==> src/rtl/spi_frame_master.sv <==
// rtl/spi_frame_master.sv - serial memory-access frame initiator (optional txn counter: SPI_FRAME_MASTER_TXN_CNT_EN)
module spi_frame_master #(
    parameter int ADDR_W    = 5,
    parameter int DATA_W    = 16,
    parameter int TA_CYCLES = 2,
    parameter int RD_LAT    = 1
) (
    input  logic              clk,
    input  logic              rst_n,
    input  logic              req_valid,
    output logic              req_ready,
    input  logic              req_we,
    input  logic [ADDR_W-1:0] req_addr,
    input  logic [DATA_W-1:0] req_wdata,
    output logic              sdo,
    input  logic              sdi,
    output logic              cs_n,
    output logic              busy,
    output logic              rsp_valid,
    output logic [DATA_W-1:0] rsp_rdata
`ifdef SPI_FRAME_MASTER_TXN_CNT_EN
    ,
    output logic [15:0]       txn_cnt
`endif
);

    localparam int AC_W = (ADDR_W > 1) ? $clog2(ADDR_W) : 1;
    localparam int TC_W = (TA_CYCLES > 1) ? $clog2(TA_CYCLES) : 1;
    localparam int DC_W = (DATA_W > 1) ? $clog2(DATA_W) : 1;

    typedef enum logic [2:0] {
        IDLE,
        ADDR,
        RW,
        TA,
        DATA,
        GAP
    } state_t;

    state_t            state;
    logic [AC_W-1:0]   addr_cnt;
    logic [TC_W-1:0]   ta_cnt;
    logic [DC_W-1:0]   data_cnt;
    logic [ADDR_W-1:0] addr_sr;
    logic [DATA_W-1:0] wdata_sr;
    logic [DATA_W-1:0] rd_sr;
    logic              we_q;
    logic              data_d;
    logic              cap_en;
    logic [DATA_W-1:0] rd_final;

    // sdi for a data slot is sampled in that slot (RD_LAT=0) or one cycle later (RD_LAT=1)
    assign cap_en   = (RD_LAT == 0) ? (state == DATA) : data_d;
    // with a one-cycle read latency the last bit is still on sdi during GAP
    assign rd_final = (RD_LAT == 0) ? rd_sr : {rd_sr[DATA_W-2:0], sdi};

    // frame sequencer with registered serial outputs and read-data capture
    always_ff @(posedge clk) begin
        if (!rst_n) begin
            state     <= IDLE;
            addr_cnt  <= '0;
            ta_cnt    <= '0;
            data_cnt  <= '0;
            addr_sr   <= '0;
            wdata_sr  <= '0;
            rd_sr     <= '0;
            we_q      <= 1'b0;
            data_d    <= 1'b0;
            req_ready <= 1'b1;
            busy      <= 1'b0;
            cs_n      <= 1'b1;
            sdo       <= 1'b0;
            rsp_valid <= 1'b0;
            rsp_rdata <= '0;
`ifdef SPI_FRAME_MASTER_TXN_CNT_EN
            txn_cnt   <= '0;
`endif
        end else begin
            rsp_valid <= 1'b0;
            data_d    <= (state == DATA);
            if (cap_en) begin
                rd_sr <= {rd_sr[DATA_W-2:0], sdi};
            end
            case (state)
                IDLE: begin
                    if (req_valid) begin
                        state     <= ADDR;
                        req_ready <= 1'b0;
                        busy      <= 1'b1;
                        cs_n      <= 1'b0;
                        sdo       <= req_addr[ADDR_W-1];
                        addr_sr   <= req_addr << 1;
                        addr_cnt  <= '0;
                        we_q      <= req_we;
                        wdata_sr  <= req_wdata;
                    end
                end
                ADDR: begin
                    if (addr_cnt == AC_W'(ADDR_W - 1)) begin
                        state <= RW;
                        sdo   <= we_q;
                    end else begin
                        addr_cnt <= addr_cnt + 1'b1;
                        sdo      <= addr_sr[ADDR_W-1];
                        addr_sr  <= addr_sr << 1;
                    end
                end
                RW: begin
                    state  <= TA;
                    ta_cnt <= '0;
                    sdo    <= 1'b0;
                end
                TA: begin
                    if (ta_cnt == TC_W'(TA_CYCLES - 1)) begin
                        state    <= DATA;
                        data_cnt <= '0;
                        sdo      <= we_q & wdata_sr[DATA_W-1];
                        wdata_sr <= wdata_sr << 1;
                    end else begin
                        ta_cnt <= ta_cnt + 1'b1;
                    end
                end
                DATA: begin
                    if (data_cnt == DC_W'(DATA_W - 1)) begin
                        state <= GAP;
                        cs_n  <= 1'b1;
                        sdo   <= 1'b0;
                    end else begin
                        data_cnt <= data_cnt + 1'b1;
                        sdo      <= we_q & wdata_sr[DATA_W-1];
                        wdata_sr <= wdata_sr << 1;
                    end
                end
                GAP: begin
                    state     <= IDLE;
                    busy      <= 1'b0;
                    req_ready <= 1'b1;
                    rsp_valid <= 1'b1;
                    if (!we_q) begin
                        rsp_rdata <= rd_final;
                    end
`ifdef SPI_FRAME_MASTER_TXN_CNT_EN
                    txn_cnt   <= txn_cnt + 16'd1;
`endif
                end
                default: begin
                    state <= IDLE;
                end
            endcase
        end
    end

endmodule
==> config.mk <==
export PLATFORM = sky130hd
export DESIGN_NAME = spi_frame_master
export DESIGN_NICKNAME = d
export VERILOG_FILES = /design/src/rtl/spi_frame_master.sv
export SDC_FILE = /design/constraint.sdc
export NUM_CORES = 1
export LEC_CHECK = 0
export ABC_AREA = 1
export BUFFER_PORTS_ARGS = -buffer_cell sky130_fd_sc_hd__buf_4
export CAP_MARGIN = 20
export CORE_MARGIN = 10
export CORE_UTILIZATION = 45
export CTS_CLUSTER_SIZE = 28
export DETAILED_ROUTE_END_ITERATION = 8
export PLACE_DENSITY = 0.69
export SLEW_MARGIN = 10
export SYNTH_ARGS = -nofsm -noshare
export SYNTH_HDL_FRONTEND = slang
export SYNTH_SLANG_ARGS = --single-unit
==> constraint.sdc <==
create_clock -name clk -period 2 [get_ports clk]
set_clock_uncertainty 0.2 [all_clocks]
set_input_delay 0.1 -clock clk [delete_from_list [all_inputs] [get_ports clk]]
set_output_delay 0.1 -clock clk [all_outputs]
set_load 0.01 [all_outputs]
==> Yosys cells after proc, flatten, opt, wreduce, memory -nomap -nowiden <==
Cells that the tools add are included.
W data, S select, Z words.
{ "op_classes": {"addsub": 3, "n_eq_ne": 13, "mux": 32, "bitwise": 2, "reduce_logical": 17} }
{ "op_table": {"columns": ["op", "n"], "rows": [
  ["$mux W16", 3],
  ["$pmux W16 S3", 1],
  ["$mux W3", 6],
  ["$pmux W3 S5", 1],
  ["$reduce_and A3 Y1", 4],
  ["$mux W5", 2],
  ["$ne A2 B2 Y1 const B", 5],
  ["$pmux W5 S2", 1],
  ["$reduce_bool A2 Y1", 5],
  ["$eq A3 B3 Y1 const B", 3],
  ["$mux W1", 9],
  ["$mux W4", 2],
  ["$pmux W1 S2", 4],
  ["$pmux W4 S2", 1],
  ["$reduce_and A4 Y1", 2],
  ["$eq A3 B2 Y1 const B", 2],
  ["$pmux W3 S2", 1],
  ["$reduce_and A2 Y1", 3],
  ["$pmux W1 S5", 1],
  ["$reduce_bool A5 Y1", 1],
  ["$add A4 B1 Y4 const B", 1],
  ["$eq A4 B4 Y1 const B", 1],
  ["$add A3 B1 Y3 const B", 1],
  ["$eq A3 B1 Y1 const B", 1],
  ["6 further kinds", 6]
]} }
{ "word_totals": {"regBits": 70, "input_bits": 26, "output_inout_bits": 21, "wordCells": 82} }

==> Depth between registers and ports, before layout <==
{ "logic_depth": {"ltp_word": 3, "ltp_mapped": 10} }

==> Worst setup path before layout <==
No wires, ideal clock.
{ "synth_timing": {"path_type": "reg-to-reg", "start": "register state[0]", "end": "register data_cnt[1]", "setup_time_ns": 0.116, "arrival_time_ns": 1.283, "slack_ns": 0.401, "path_stages_with_launch": 9, "path_buffers": 0, "synth_period_minus_slack_ns": 1.599, "cell_sequence": "dfxtp_1 > nor2_2 > nand2_4 > nor2_2 > inv_1 > nand3_1 > inv_1 > o21ai_0 > nor2_1"} }
{ "synth_between": {"elab_chain_cells": 3, "elab_cells_between_ends": 7, "classes_between": "eq/ne: 4; mux: 1; reduce/logical: 2"} }
{ "synth_lines": {"columns": ["item", "line_no", "text"], "rows": [
  ["from (decl)", "40", "state_t state;"],
  ["from (signal assigned)", "60", "state <= IDLE;"],
  ["from (signal assigned)", "87", "state <= ADDR;"],
  ["from (signal assigned)", "100", "state <= RW;"],
  ["$eq A3 B3 Y1 / $eq A3 B2 Y1 (equally long branches)", "84", "case (state)"],
  ["$ne A2 B2 Y1 (no line) / $reduce_bool A2 Y1 (equally long branches)", null, null],
  ["$reduce_and A3 Y1 (no line)", null, null],
  ["to (signal assigned)", "129", "data_cnt <= data_cnt + 1'b1;"],
  ["to (decl)", "43", "logic [DC_W-1:0] data_cnt;"]
]} }
Several ways; a longest one is shown, not always the timed one.
A chain may end at the register's enable or synchronous reset.

==> Worst setup path in the final report <==
{ "layout_timing": {"start": "register state[1]", "end": "register state[2]"} }
{ "layout_between": {"elab_chain_cells": 3, "elab_cells_between_ends": 11, "classes_between": "eq/ne: 8; mux: 1; reduce/logical: 2"} }
{ "layout_lines": {"columns": ["item", "line_no"], "rows": [
  ["$eq A3 B1 Y1 (tied with other cells)", "84"],
  ["$ne A2 B2 Y1 (no line) / $ne A2 B1 Y1 (equally long branches)", null],
  ["$reduce_and A4 Y1 (no line)", null]
]} }
Several ways; a longest one is shown, not always the timed one.

==> flow_metrics.tcl <==
set metrics [dict create \
    status "finished, final reports clean" \
    rsz0062_at_grt "yes" \
    p_leak_nw 1.83 \
    path_class "register to register" \
    grt_max_degree 40 \
    min_to "req_ready" \
    start_kind "register" \
    die_area_sq_um 10000 \
    placed_area_sq_um 3300 \
    cts_sinks 69 \
    start_util_pct 45.9 \
    grt-ovfl-total 0 \
    max-vdd-ir-drop_v 0.000620 \
    required_ns 2.07 \
    routed_wl_mm 7.07 \
    antenna_found_initial 0 \
    avgSynthCellArea_sq_um 7.05 \
    cellPowerDensity_nw_per_um2 1110 \
    ys_ff_latch 69 \
    antenna_left 0 \
    cp-end-kind "register" \
    max_slew_margin_pct 65.4 \
    synth_warnings 0 \
    gp_congestion 0.851 \
    worstHoldStart "req_ready" \
    min_period_ns 1.86 \
    p_seq_share_pct 43.2 \
    worstPathMaxFanout 7 \
    fp.dieW_um 100 \
    synthToLayoutAreaGrowth_pct 29.2 \
    wl_per_cell_um 12.5 \
    final_area_sq_um 3740 \
    drive_gt1_share_pct 17.6 \
    cts_tree "built" \
    clockPowerShare_pct 25.7 \
    finalSetupViolCount 0 \
    core-area_sq_um 6310 \
    whs_ns 0.265 \
    drv_cap 0 \
    synth-seq-area-share_pct 47.7 \
    p_int_mw 2.60 \
    final_common_cell "nor2_1" \
    tightest_slew_ns 0.519 \
    drt_iter0_drc 147 \
    p_comb_share_pct 31.1 \
    io_pins 47 \
    remaining_drc_errors 0 \
    firstDrtPassIters 4 \
    r2r_slack_ns 0.14 \
    fill_cells 613 \
    avgViaCountPerCell 4.91 \
    ctsLongestPathBuffers 2 \
    rr_worst_depth 8 \
    hold_viol_final 0 \
    antenna_cells 0 \
    whs_path_depth 2 \
    port_buffers 46 \
    rows 29 \
    layout_common_cells "109 x nor2_1, 87 x nand2_1, 69 x dfxtp_1" \
    crit_arrival_ns 1.92 \
    hold_path_class "register to register" \
    grt_pass1_wl_mm 11.8 \
    via_count 2781 \
    synth_cells 411 \
    insertion_delay_ns 0.35 \
    place_hpwl_mm 4.56 \
    numCtsBuffers 9 \
    r2r_start "state[1]" \
    switching_share_pct 37.5 \
    finalCritPeriodShare_pct 92.8 \
    report.final.slew_viol_count 0 \
    grt_usage_pct 14.0 \
    clk_pin_slew_ns 0.08 \
    cts_root_buf "clkbuf_8" \
    syn_nets 440 \
    netlist_area_sq_um 2900 \
    total_power_mw 4.16 \
    first_global_vias 2577 \
    synth.distinct_cells 24 \
    dieHeight_um 100 \
    fin_nets 513 \
    timing.rr.end "state[2]" \
    switching_power_mw 1.56 \
    htree_num_levels 3 \
    fmax_mhz 539 \
]
==> power by group through the flow <==
stage                     clock [mW]  sequential, mW  combinational [mW]
after floorplan                    0            1.81               0.956
final                           1.07            1.80                1.29
after detailed placement           0            1.82                1.25
after global placement             0            1.82                1.22
after CTS                       1.10            1.80                1.29
after global routing            1.15            1.83                1.48
==> synthesized netlist by cell type <==
cell	count	area [sq um]
o21ai_1	6	30.0
clkbuf_1	9	33.8
dfxtp_1	69	1380
nor2_2	4	25.0
ha_1	3	37.5
buf_4	2	15.0
nand2_1	88	330
a31oi_1	4	25.0
inv_1	20	75.1
a21oi_1	13	65.1
nand3_1	14	70.1
buf_2	3	15.0
o21ai_0	50	250
nand2_4	2	22.5
and3_1	1	6.26
nand3_2	1	10.0
buf_6	2	22.5
nor2_1	109	409
nor2_4	1	11.3
nand2_2	3	18.8
or2_2	1	6.26
inv_2	4	15.0
nor3_1	1	5.00
nor3_4	1	16.3
==> critical path, stage by stage (launching register included) <==
cell and delay, ns:
dfxtp_1 0.47, inv_1 0.12, nand3_1 0.24, inv_2 0.12
nand2_1 0.13, nand2_1 0.06, nor2_1 0.22, nand2_1 0.08
a21oi_1 0.14
==> through the flow <==
| step | util, % | setup TNS [ns] | std cells | setup WS [ns] |
|---|---|---|---|---|
| floorplan | - | 0 | 411 | 0.401 |
| global placement | 52.2 | 0 | 524 | 0.168 |
| global route | 59.3 | -0.000546 | 566 | -0.000546 |
| detailed placement | 52.2 | 0 | 524 | 0.154 |
| CTS | 59.2 | 0 | 566 | 0.136 |
| finish | 59.3 | 0 | 566 | 0.145 |
==> state kept, by name, summed over array words and instances (netlist names) <==
register / cells
data_cnt: 4
rsp_rdata: 16
rsp_valid: 1
wdata_sr: 16
addr_cnt: 3
state: 3
busy: 1
req_ready: 1
we_q: 1
rd_sr: 15
cap_en: 1
ta_cnt: 1
addr_sr: 4
sdo: 1
cs_n: 1
==> repair_timing <==
item                       4_1_cts  5_1_grt
hold buffers                    26        0
hold endpoints to repair        41        0
gates resized for setup          0        1
setup buffers                    0        0
setup endpoints to repair        0        8
==> layer usage <==
metal / GRT usage, % / up-vias / part of all wire (%)
met4: 4.78 / 0 / 0.91
li1: - / 1453 / -
met5: 0 / - / 0
met1: 17.6 / 1280 / 47
met2: 21.8 / 42 / 47
met3: 4.81 / 6 / 5.5
==> how the worst max path moves through the flow <==
stage                             end  slack, ns      from
final                        state[2]       0.14  state[1]
after global routing      data_cnt[1]    -0.0005  state[0]
after CTS                 addr_cnt[2]       0.14  state[1]
after detailed placement   addr_sr[4]       0.15  state[1]
after global placement     addr_sr[2]       0.17  state[2]
after floorplan           data_cnt[1]       0.40  state[0]
==> final cells by class <==
class / count / area, sq um / area share [%]
clock buffers: 9 / 124 / 3.31
multi-input cells: 302 / 1340 / 35.8
flip-flops and latches: 69 / 1380 / 36.9
clock inverters: 7 / 58.8 / 1.57
repair buffers: 78 / 651 / 17.4
well taps: 77 / 96.3 / 2.57
inverters: 24 / 90.1 / 2.41
==> kinds of logic after synthesis <==
| logic type | share of synthesized area, % |
|---|---|
| DFF | 47.7 |
| and+or+nand+nor | 32.1 |
| buffers and inverters | 6.09 |
| AOI/OAI and AO/OA | 12.8 |
| adders and majority gates | 1.30 |
No activity file was read; power rests on OpenSTA's default activity.
